### config.mk
export PLATFORM = sky130hd
export DESIGN_NAME = spi_tx_shifter
export DESIGN_NICKNAME = d
export VERILOG_FILES = /design/src/rtl/spi_tx_shifter.sv
export SDC_FILE = /design/constraint.sdc
export NUM_CORES = 1
export LEC_CHECK = 0
export ABC_AREA = 1
export BUFFER_PORTS_ARGS = -buffer_cell sky130_fd_sc_hd__buf_2
export CAP_MARGIN = 30
export CORE_MARGIN = 10
export CORE_UTILIZATION = 35
export DETAILED_ROUTE_END_ITERATION = 8
export PLACE_DENSITY = 0.56
export REMOVE_ABC_BUFFERS = 1
export SLEW_MARGIN = 20
export SYNTH_ARGS = -nofsm -noshare
export SYNTH_HDL_FRONTEND = slang
export SYNTH_SLANG_ARGS = --single-unit
### constraint.sdc
create_clock -name CLK -period 2.2 [get_ports CLK]
set_clock_uncertainty 0.1 [all_clocks]
set_input_delay 0.55 -clock CLK [delete_from_list [all_inputs] [get_ports CLK]]
set_output_delay 0.55 -clock CLK [all_outputs]
set_load 0.1 [all_outputs]
### src/rtl/spi_tx_shifter.sv
// SPI master transmit shift stage: loads one word, then drives CS_N/SCLK/MOSI with selectable CPOL/CPHA and bit order.
// Optional feature macro SPI_TX_HOLD_REG_EN adds a one-word holding register for gapless back-to-back words.
module spi_tx_shifter #(
  parameter int DATA_W    = 8,
  parameter int CLK_DIV   = 4,
  parameter bit CPOL      = 1'b0,
  parameter bit CPHA      = 1'b0,
  parameter bit MSB_FIRST = 1'b1
) (
  input  logic              CLK,
  input  logic              CLR_N,
  input  logic              TE,
  input  logic              SENDER_WRITE,
  input  logic [DATA_W-1:0] DATA_IN,
  output logic              SENDER_EMPTY_STATE,
  output logic              SCLK,
  output logic              MOSI,
  output logic              CS_N,
  output logic              BUSY,
  output logic              DONE
);
  localparam int DIV_W = (CLK_DIV > 1) ? $clog2(CLK_DIV) : 1;
  localparam int BIT_W = $clog2(DATA_W) + 1;
  localparam logic [DIV_W-1:0] DIV_MAX  = DIV_W'(CLK_DIV - 1);
  localparam logic [BIT_W-1:0] BIT_LAST = BIT_W'(DATA_W - 1);

  typedef enum logic [1:0] {IDLE, LEAD, SHIFT, TRAIL} state_t;

  state_t            state, state_d;
  logic [DIV_W-1:0]  div_cnt, div_d;
  logic [BIT_W-1:0]  bit_cnt, bit_d;
  logic [DATA_W-1:0] sreg, sreg_d;
  logic              sclk_d, mosi_d, cs_n_d, busy_d, done_d, empty_d;
  logic              wrap, lead_edge, advance, load_now;
  logic [DATA_W-1:0] load_word;

`ifdef SPI_TX_HOLD_REG_EN
  logic [DATA_W-1:0] hold, hold_d;
  logic              hold_full, hold_full_d;
`endif

  function automatic logic first_bit(input logic [DATA_W-1:0] v);
    return MSB_FIRST ? v[DATA_W-1] : v[0];
  endfunction

  function automatic logic [DATA_W-1:0] shifted(input logic [DATA_W-1:0] v);
    return MSB_FIRST ? {v[DATA_W-2:0], 1'b0} : {1'b0, v[DATA_W-1:1]};
  endfunction

  always_comb begin
    state_d   = state;
    div_d     = div_cnt;
    bit_d     = bit_cnt;
    sreg_d    = sreg;
    sclk_d    = SCLK;
    mosi_d    = MOSI;
    cs_n_d    = CS_N;
    busy_d    = BUSY;
    done_d    = 1'b0;
    empty_d   = SENDER_EMPTY_STATE;
    advance   = 1'b0;
    load_now  = 1'b0;
    load_word = DATA_IN;
`ifdef SPI_TX_HOLD_REG_EN
    hold_d      = hold;
    hold_full_d = hold_full;
`endif
    wrap      = (div_cnt == DIV_MAX);
    lead_edge = (SCLK == CPOL);

    case (state)
      IDLE: begin
`ifdef SPI_TX_HOLD_REG_EN
        if (TE && hold_full) begin
          load_now    = 1'b1;
          load_word   = hold;
          hold_full_d = 1'b0;
        end else if (TE && SENDER_WRITE) begin
          load_now = 1'b1;
        end
`else
        if (TE && SENDER_WRITE) load_now = 1'b1;
`endif
        if (load_now) begin
          state_d = LEAD;
          div_d   = '0;
          bit_d   = '0;
          sclk_d  = CPOL;
          cs_n_d  = 1'b0;
          busy_d  = 1'b1;
          empty_d = 1'b0;
        end
      end
      LEAD: begin
        div_d = wrap ? '0 : div_cnt + 1'b1;
        if (wrap) begin
          // first SCLK edge is always a leading edge
          state_d = SHIFT;
          sclk_d  = ~SCLK;
          advance = CPHA;
        end
      end
      SHIFT: begin
        div_d = wrap ? '0 : div_cnt + 1'b1;
        if (wrap) begin
          sclk_d = ~SCLK;
          if (lead_edge) begin
            advance = CPHA;
          end else if (bit_cnt == BIT_LAST) begin
            bit_d = '0;
`ifdef SPI_TX_HOLD_REG_EN
            // chain the held word straight into the next frame, CS_N stays low
            if (hold_full) begin
              load_now    = 1'b1;
              load_word   = hold;
              hold_full_d = 1'b0;
              done_d      = 1'b1;
            end else begin
              state_d = TRAIL;
            end
`else
            state_d = TRAIL;
`endif
          end else begin
            bit_d   = bit_cnt + 1'b1;
            advance = !CPHA;
          end
        end
      end
      TRAIL: begin
        div_d = wrap ? '0 : div_cnt + 1'b1;
        if (wrap) begin
          state_d = IDLE;
          sclk_d  = CPOL;
          mosi_d  = 1'b0;
          cs_n_d  = 1'b1;
          busy_d  = 1'b0;
          done_d  = 1'b1;
          empty_d = 1'b1;
        end
      end
      default: state_d = IDLE;
    endcase

    if (advance) begin
      mosi_d = first_bit(sreg);
      sreg_d = shifted(sreg);
    end
    // CPHA=0 presents the first bit at load; CPHA=1 waits for the leading edge
    if (load_now) begin
      sreg_d = CPHA ? load_word : shifted(load_word);
      if (!CPHA) mosi_d = first_bit(load_word);
    end

`ifdef SPI_TX_HOLD_REG_EN
    if (TE && SENDER_WRITE && !hold_full && state != IDLE) begin
      hold_d      = DATA_IN;
      hold_full_d = 1'b1;
    end
`endif

    if (!TE && state != IDLE) begin
      state_d = IDLE;
      div_d   = '0;
      bit_d   = '0;
      sclk_d  = CPOL;
      mosi_d  = 1'b0;
      cs_n_d  = 1'b1;
      busy_d  = 1'b0;
      done_d  = 1'b0;
      empty_d = 1'b1;
    end

`ifdef SPI_TX_HOLD_REG_EN
    if (!TE) hold_full_d = 1'b0;
    empty_d = !hold_full_d;
`endif
  end

  always_ff @(posedge CLK or negedge CLR_N) begin
    if (!CLR_N) begin
      state              <= IDLE;
      div_cnt            <= '0;
      bit_cnt            <= '0;
      sreg               <= '0;
      SCLK               <= CPOL;
      MOSI               <= 1'b0;
      CS_N               <= 1'b1;
      BUSY               <= 1'b0;
      DONE               <= 1'b0;
      SENDER_EMPTY_STATE <= 1'b1;
    end else begin
      state              <= state_d;
      div_cnt            <= div_d;
      bit_cnt            <= bit_d;
      sreg               <= sreg_d;
      SCLK               <= sclk_d;
      MOSI               <= mosi_d;
      CS_N               <= cs_n_d;
      BUSY               <= busy_d;
      DONE               <= done_d;
      SENDER_EMPTY_STATE <= empty_d;
    end
  end

`ifdef SPI_TX_HOLD_REG_EN
  always_ff @(posedge CLK or negedge CLR_N) begin
    if (!CLR_N) begin
      hold      <= '0;
      hold_full <= 1'b0;
    end else begin
      hold      <= hold_d;
      hold_full <= hold_full_d;
    end
  end
`endif

endmodule
==> summary.txt, run 1 <==
Power
  • Comb pwr share: 0.582
  • Clock power share: 0.110
  • Net switching power: 991 uW
  • Seq pwr share: 0.308
  • Int Pwr: between 900 and 1000 uW
  • Leak: between 0.0007 and 0.0008 uW
  • PD cells: 1400 mW/mm2
  • Sw Share: 0.516
  • Power Total: 1920 uW
  • Worst vdd ir: ~0.45 mV

Clock network
  • Clock Latency Late Sink: 300 ps
  • Post-CTS Resized: 0
  • H-tree Lvls: 1
  • CTS max path bufs: 2
  • Post-CTS setup buffers: 0
  • Clock buffer count from CTS: 3
  • Worst-path clk slew: between 100 and 150 ps
  • Hold Buf Count CTS: 0
  • Root buffer cell: clkbuf_4
  • CTS tree: built
  • Sink Count: 20

Logic synthesis
  • Yosys cell types: 30
  • Mapped Cells: around 150
  • Synth Area per Inst: around 8.3 um2
  • Yosys warning count: 0
  • Register area share after synthesis: 0.413
  • Synth Cell Area: around 0.0012 mm2
  • Yosys reg bits: 20

Critical path
  • Reg2reg start: div_cnt[0]
  • Worst Path Arrival: 1280 ps
  • R2r setup slk: between 400 and 500 ps
  • CP delay by family, top: flip-flops
  • Worst R2R End: MOSI
  • CP max stage cell: dfstp_2
  • Buf/Inv on CP: 1
  • CP Data Required Time: ~1600 ps
  • CP startpoint kind: flip-flop
  • Delay of the slowest cell on the worst path: roughly 550 ps
  • Worst-path maximum fanout: 3
  • Crit end category: output port
  • Reg2reg path depth: 7
  • Critical path, cell by cell: buf_2
  • Worst Path Class, Setup: flip-flop to output port

Global routing
  • Total congestion overflow: 0
  • GRT Util Overall: 0.0840
  • Largest net degree at the start of global routing: 21
  • Global-route wire length before repair: between 4000 and 5000 um
  • Initial antenna violation count: 0
  • Vias in the first global route: around 950

Timing
  • Achievable Freq: 519 MHz
  • Tightest slew margin relative to the limit: 0.677
  • Worst Tran Pin Value: 488 ps
  • Final hold violation count: 0
  • RSZ-0062 raised after global routing: false
  • Pins Over Slew Limit: 0
  • Setup Viol. Count Final: 0
  • Period Utilization, post-route: 0.877
  • Minimum hold slack: ~84 ps
  • Post-Route Setup TNS: 0 ps
  • Final min period: between 1500 and 2000 ps

Layout
  • Layout cells sized above 1: 0.267
  • Area grow syn2layout: 12.8%
  • Diode count: 0
  • Final cell count without fillers: ~210
  • Final nets: approximately 180

Place
  • Routability congestion estimate: 0.873
  • Post-DP HPWL: around 2000 um
  • DP Cell Count: approximately 210
  • Port buffer count: 17

Floorplan
  • Row Count: 21
  • DIE WIDTH: about 79 um
  • Die area: a little over 0.006 mm2
  • Core area: ~0.0033 mm2
  • Die Height: 78.9 um
  • I/O Pins: 18
  • Initial core utilization: 0.364

Routing
  • Total Routed Length: 2420 um
  • DRT Pass-1 Iters: 5
  • Routed length per instance: ~11 um
  • Number of remaining DRC errors: 0
  • Via count: 999
  • Post-route ant nets: 0
  • Vias/cell: between 4 and 5
  • Drt initial violations: 51

Hold path
  • Hold WC Path Type: input port to async pin

Run status
  • Status: complete, no violations

Flow run
  • Max-cap viol count: 0
cell usage in the layout, fill, tap and decap left out, types with 2 or more instances in the layout:
cell      Yosys  final
buf_2         1     17
clkbuf_4      0      3
dfrtp_1      19     19
ha_1          6      6
inv_1        11     11
inv_2         4      4
nand2_1      44     44
nand2_2       7      7
nand2_4       2      2
nand3_1      12     12
nor2_1        9      9
nor2_4        3      3
o211ai_1      6      6
o21ai_1       6      6
per-stage QoR:
stage	util	cell area (um2)	worst slack [ps]
floorplan	-	1190	163
global placement	0.400	1330	491
detailed placement	0.400	1330	421
CTS	0.411	1370	253
global route	0.411	1370	222
finish	0.411	1370	271
registers in the layout, summed over array words and instances, names as in the netlist:
name,cells
state,2
SCLK,1
MOSI,1
BUSY,1
CS_N,1
DONE,1
div_cnt,2
bit_cnt,4
sreg,7
cell type report:
cell class,count,area (um2)
clock buffer,4,36.3
multi-input combinational,108,629
inverter,16,60.1
tap,46,57.6
timing repair buffer,17,85.1
sequential,20,502
fill,350,1970
worst max path at each step:
stage,from,endpoint,slack (ps),cells after the start
floorplan,SCLK,MOSI,160,7
global placement,state[0],state[0],490,10
detailed placement,div_cnt[0],MOSI,420,7
CTS,CS_N,CS_N,250,1
global route,CS_N,SENDER_EMPTY_STATE,220,1
finish,CS_N,CS_N,270,1
cell usage after synthesis, drive strengths merged:
cell type / instances / area (um2)
ha: 6 / 75.1
nand4: 1 / 6.26
nor2: 13 / 73.8
buf: 3 / 23.8
a21oi: 1 / 5.00
o31ai: 1 / 7.51
clkinv: 1 / 3.75
xor2: 1 / 8.76
o21ai: 6 / 30.0
dfrtp: 19 / 475
nand3: 14 / 87.6
nand2: 53 / 231
a22o: 1 / 8.76
nand3b: 1 / 20.0
or2: 1 / 6.26
inv: 15 / 56.3
o22ai: 1 / 6.26
o211ai: 7 / 57.6
dfstp: 1 / 26.3
nor3: 1 / 5.00
power groups by stage:
| stage | sequential [uW] | clock, uW | combinational (uW) |
|---|---|---|---|
| after CTS | 593 | 225 | 1130 |
| after floorplan | 886 | 0 | 641 |
| after global placement | 595 | 0 | 1110 |
| after detailed placement | 602 | 0 | 1130 |
| final | 592 | 212 | 1120 |
| after global routing | 611 | 238 | 1240 |
per-layer routing:
metal | up-vias | track usage | part of all wire
met3 | 4 | 0.0372 | 0.069
li1 | 517 | - | -
met5 | - | 0 | 0
met4 | 0 | 0.0269 | 0.017
met2 | 23 | 0.136 | 0.48
met1 | 455 | 0.0978 | 0.43
logic make-up (layout without fill, tap and decap cells):
group | count (synthesis) | in the layout | share of synthesized area
simple gates | 84 | 84 | 0.354
flops | 20 | 20 | 0.413
buf+inv | 19 | 37 | 0.0690
compound gates | 17 | 17 | 0.0947
fa+ha+maj | 6 | 6 | 0.0618
xor+xnor | 1 | 1 | 0.00721
Power figures use the tool's default switching activity.
==> inputs of run 2 (changes only) <==
--- a/config.mk
+++ b/config.mk
@@ -5,9 +5,8 @@
 export SDC_FILE = /design/constraint.sdc
 export NUM_CORES = 1
 export LEC_CHECK = 0
-export ABC_AREA = 1
 export BUFFER_PORTS_ARGS = -buffer_cell sky130_fd_sc_hd__buf_2
-export CAP_MARGIN = 30
+export CAP_MARGIN = 20
 export CORE_MARGIN = 10
 export CORE_UTILIZATION = 35
 export DETAILED_ROUTE_END_ITERATION = 8
==> run 2 against run 1 <==
Net effect:
- critical endpoint is now bit_cnt[3]
- first-iteration DRC count rose by 43%
- cell area down 0.64%
- sequential power up 4.6%
==> summary.txt, run 2 <==
Layout
  • Final Cell Area: 0.00136 mm2 (-0.64%)
  • Area grow syn2layout: 13.8%
  • Leading cell types in the layout, fill and taps excluded: dfrtp_1, buf_2, nand2_1
  • Final nets: 153 (-17%)
  • Diode count: 0 (unchanged)
  • Top flop regs: sreg x7, bit_cnt x4
  • Layout cells sized above 1: 0.231 (-0.0353)
  • Most common cell after layout, fill and taps aside: dfrtp_1
  • Reg with most FFs: sreg
  • Largest register FFs: 7 (unchanged)

Clock network
  • CTS max path bufs: 2 (unchanged)
  • Clock buffer count from CTS: 3 (unchanged)
  • Sink Count: 20 (unchanged)
  • Worst-path clk slew: 130 ps (+20 ps)
  • CTS tree: built
  • Root buffer cell: clkbuf_4
  • Clock Latency Late Sink: 320 ps (+20 ps)
  • H-tree Lvls: 1 (unchanged)
  • Hold Buf Count CTS: 0 (unchanged)

Logic synthesis
  • Commonest cells in the netlist: dfrtp_1, nand2_1, o21ai_0
  • Number of flops mapped to enable cells by yosys: 0 (unchanged)
  • Synth Area per Inst: 10.1 um2 (+23%)
  • Dominant cell by count in the synthesized netlist: dfrtp_1
  • Area contributors post-synth: dfrtp_1, mux2i_1, ha_1, nand2_1, o21ai_0
  • Asr flop ratio synth: 1.00 (unchanged)
  • Area share of the largest cell type after synthesis: 0.397 (+0.00614)
  • Register area share after synthesis: 0.419 (+0.00648)
  • Yosys reg bits: 20 (unchanged)
  • Synth Cell Area: 0.00120 mm2 (-1.5%)
  • Ys flop type: dfrtp_1
  • Yosys cell types: 38 (+27%)
  • Yosys top cell by area: dfrtp_1
  • Mapped Cells: 118 (-20%)
  • Yosys warning count: 0 (unchanged)

Critical path
  • Worst Path Class, Setup: flip-flop to flip-flop
  • Critical path, cell by cell: inv_1, ha_2, a21boi_4, a211o_1, nand2b_4, o22ai_1
  • CP Data Required Time: 2300 ps (+750 ps)
  • CP max stage cell: dfrtp_1
  • Worst-path maximum fanout: 14 (+11)
  • Critical Path End: bit_cnt[3]
  • CP startpoint kind: flip-flop
  • Worst Path Arrival: 2100 ps (+820 ps)
  • Buf/Inv on CP: 1 (unchanged)
  • Reg2reg start: state[0]
  • Crit end category: flip-flop
  • Reg2reg path depth: 6 (-1)
  • Delay of the slowest cell on the worst path: 420 ps (-130 ps)
  • Worst Setup SP: state[0]
  • CP delay by family, top: compound AO/OA/AOI/OAI gates
  • Worst R2R End: bit_cnt[3]
  • R2r setup slk: 200 ps (-230 ps)
  • CP Depth: 6 (+5)

Timing
  • Worst Tran Pin Value: 489 ps (+0.637 ps)
  • Setup Viol. Count Final: 0 (unchanged)
  • Achievable Freq: 499 MHz (-3.7%)
  • Pins Over Slew Limit: 0 (unchanged)
  • Final hold violation count: 0 (unchanged)
  • Tightest slew margin relative to the limit: 0.676 (about the same)
  • Period Utilization, post-route: 0.911 (+0.0341)
  • Final min period: 2000 ps (+75.0 ps)
  • RSZ-0062 raised after global routing: false
  • Post-Route Setup TNS: 0 ps (unchanged)

Place
  • Placed Area: 0.00131 mm2 (-2.1%)
  • Post-DP HPWL: 1850 um (-5.4%)
  • Port buffer count: 17 (unchanged)
  • Routability congestion estimate: 0.760 (-13%)

Floorplan
  • Core area: 0.00331 mm2 (-0.79%)
  • Die Height: 78.5 um (-0.58%)
  • Initial core utilization: 0.361 (-0.00278)
  • Die area: 0.00616 mm2 (-1.1%)
  • DIE WIDTH: 78.5 um (-0.58%)
  • Row Count: 21 (unchanged)
  • I/O Pins: 18 (unchanged)

Global routing
  • Vias in the first global route: 980 (+3.7%)
  • Initial antenna violation count: 0 (unchanged)
  • GRT Util Overall: 0.0880 (+0.00401)
  • Total congestion overflow: 0 (unchanged)
  • Global-route wire length before repair: 4410 um (+3.4%)
  • Largest net degree at the start of global routing: 21 (unchanged)

Power
  • Leak: 0.000642 uW (-10%)
  • Worst vdd ir: 0.456 mV (+0.28%)
  • PD cells: 1480 mW/mm2 (+5.1%)

Routing
  • DRT Pass-1 Iters: 4 (-1)
  • Number of remaining DRC errors: 0 (unchanged)
  • Routed length per instance: 14.0 um (+22%)
  • Total Routed Length: 2510 um (+3.7%)
  • Vias/cell: 5.07 (+7.1%)
  • Post-route ant nets: 0 (unchanged)
  • Via count: 913 (-8.6%)
  • Drt initial violations: 73 (+43%)

Hold path
  • Hold WC Path Type: input port to async pin

Run status
  • Status: complete, no violations

Flow run
  • Max-cap viol count: 0 (unchanged)
run 2: changes by cell type after synthesis, moves of 3 or more:
cell,before,now
a21oi_1,1,4
inv_1,11,5
inv_2,4,0
mux2i_1,0,9
nand2_1,44,16
nand2_2,7,0
nand2b_1,0,3
nand3_1,12,3
nor2_1,9,5
nor2_4,3,0
nor2b_1,0,3
o211ai_1,6,0
o21ai_0,0,10
run 2: where the power goes:
part	internal, uW	switching, uW	total, uW
sequential	512	107	619
combinational	362	721	1080
clock	184	122	307
run 2: layer usage:
metal	share of wire	routed length, um	vias to the layer above	global-route usage
met5	0	0	-	0
met4	0.029	73	0	0.0645
met3	0.033	83	4	0.0159
met2	0.49	1230	18	0.150
met1	0.45	1120	442	0.0954
li1	-	-	449	-
run 2: final cells by class:
| class | count | area [um2] |
|---|---|---|
| flip-flops and latches | 20 | 502 |
| well taps | 46 | 57.6 |
| clock inverters | 1 | 30.0 |
| fillers | 342 | 1950 |
| inverters | 5 | 18.8 |
| multi-input cells | 87 | 638 |
| clock buffers | 3 | 22.5 |
| repair buffers | 18 | 92.6 |
run 2: worst min-delay path by stage:
stage	startpoint	to	slack, ps	cells past startpoint
2_1_floorplan	CLR_N	BUSY	150	0
3_3_place_gp	bit_cnt[0]	bit_cnt[0]	400	1
3_5_place_dp	bit_cnt[0]	bit_cnt[0]	400	1
4_1_cts	CLR_N	div_cnt[1]	70	1
5_1_grt	CLR_N	DONE	80	1
6_report	CLR_N	div_cnt[1]	60	1
run 2: logic make-up (layout without fill, tap and decap cells):
group | after synthesis | after routing | share of synthesized area
compound gates | 35 | 35 | 0.235
mux | 9 | 9 | 0.0753
flops | 20 | 20 | 0.419
buf+inv | 11 | 27 | 0.0492
simple gates | 37 | 37 | 0.158
fa+ha+maj | 6 | 6 | 0.0628
run 2: what timing repair did:
| item | CTS | global route |
|---|---|---|
| gates resized for setup | 0 | 1 |
| buffers inserted | 0 | 0 |
| endpoints found under the setup margin | 0 | 3 |
run 2: worst register-to-register path, cell delays in order, from the launching register on:
cell and delay (ps):
dfrtp_1 420, inv_1 130, ha_2 350, a21boi_4 380
a211o_1 260, nand2b_4 160, o22ai_1 80
run 2: metrics by stage:
step                total power [uW]  hold WS, ps  std cells   util  setup slack (ps)
floorplan                       1500          154        112      -               153
global placement                1680          399        176  0.395               217
detailed placement              1710          399        176  0.395               107
CTS                             2020         74.8        180  0.410              82.8
global route                    2160         83.9        180  0.411              70.4
finish                          2010         58.9        180  0.411               196
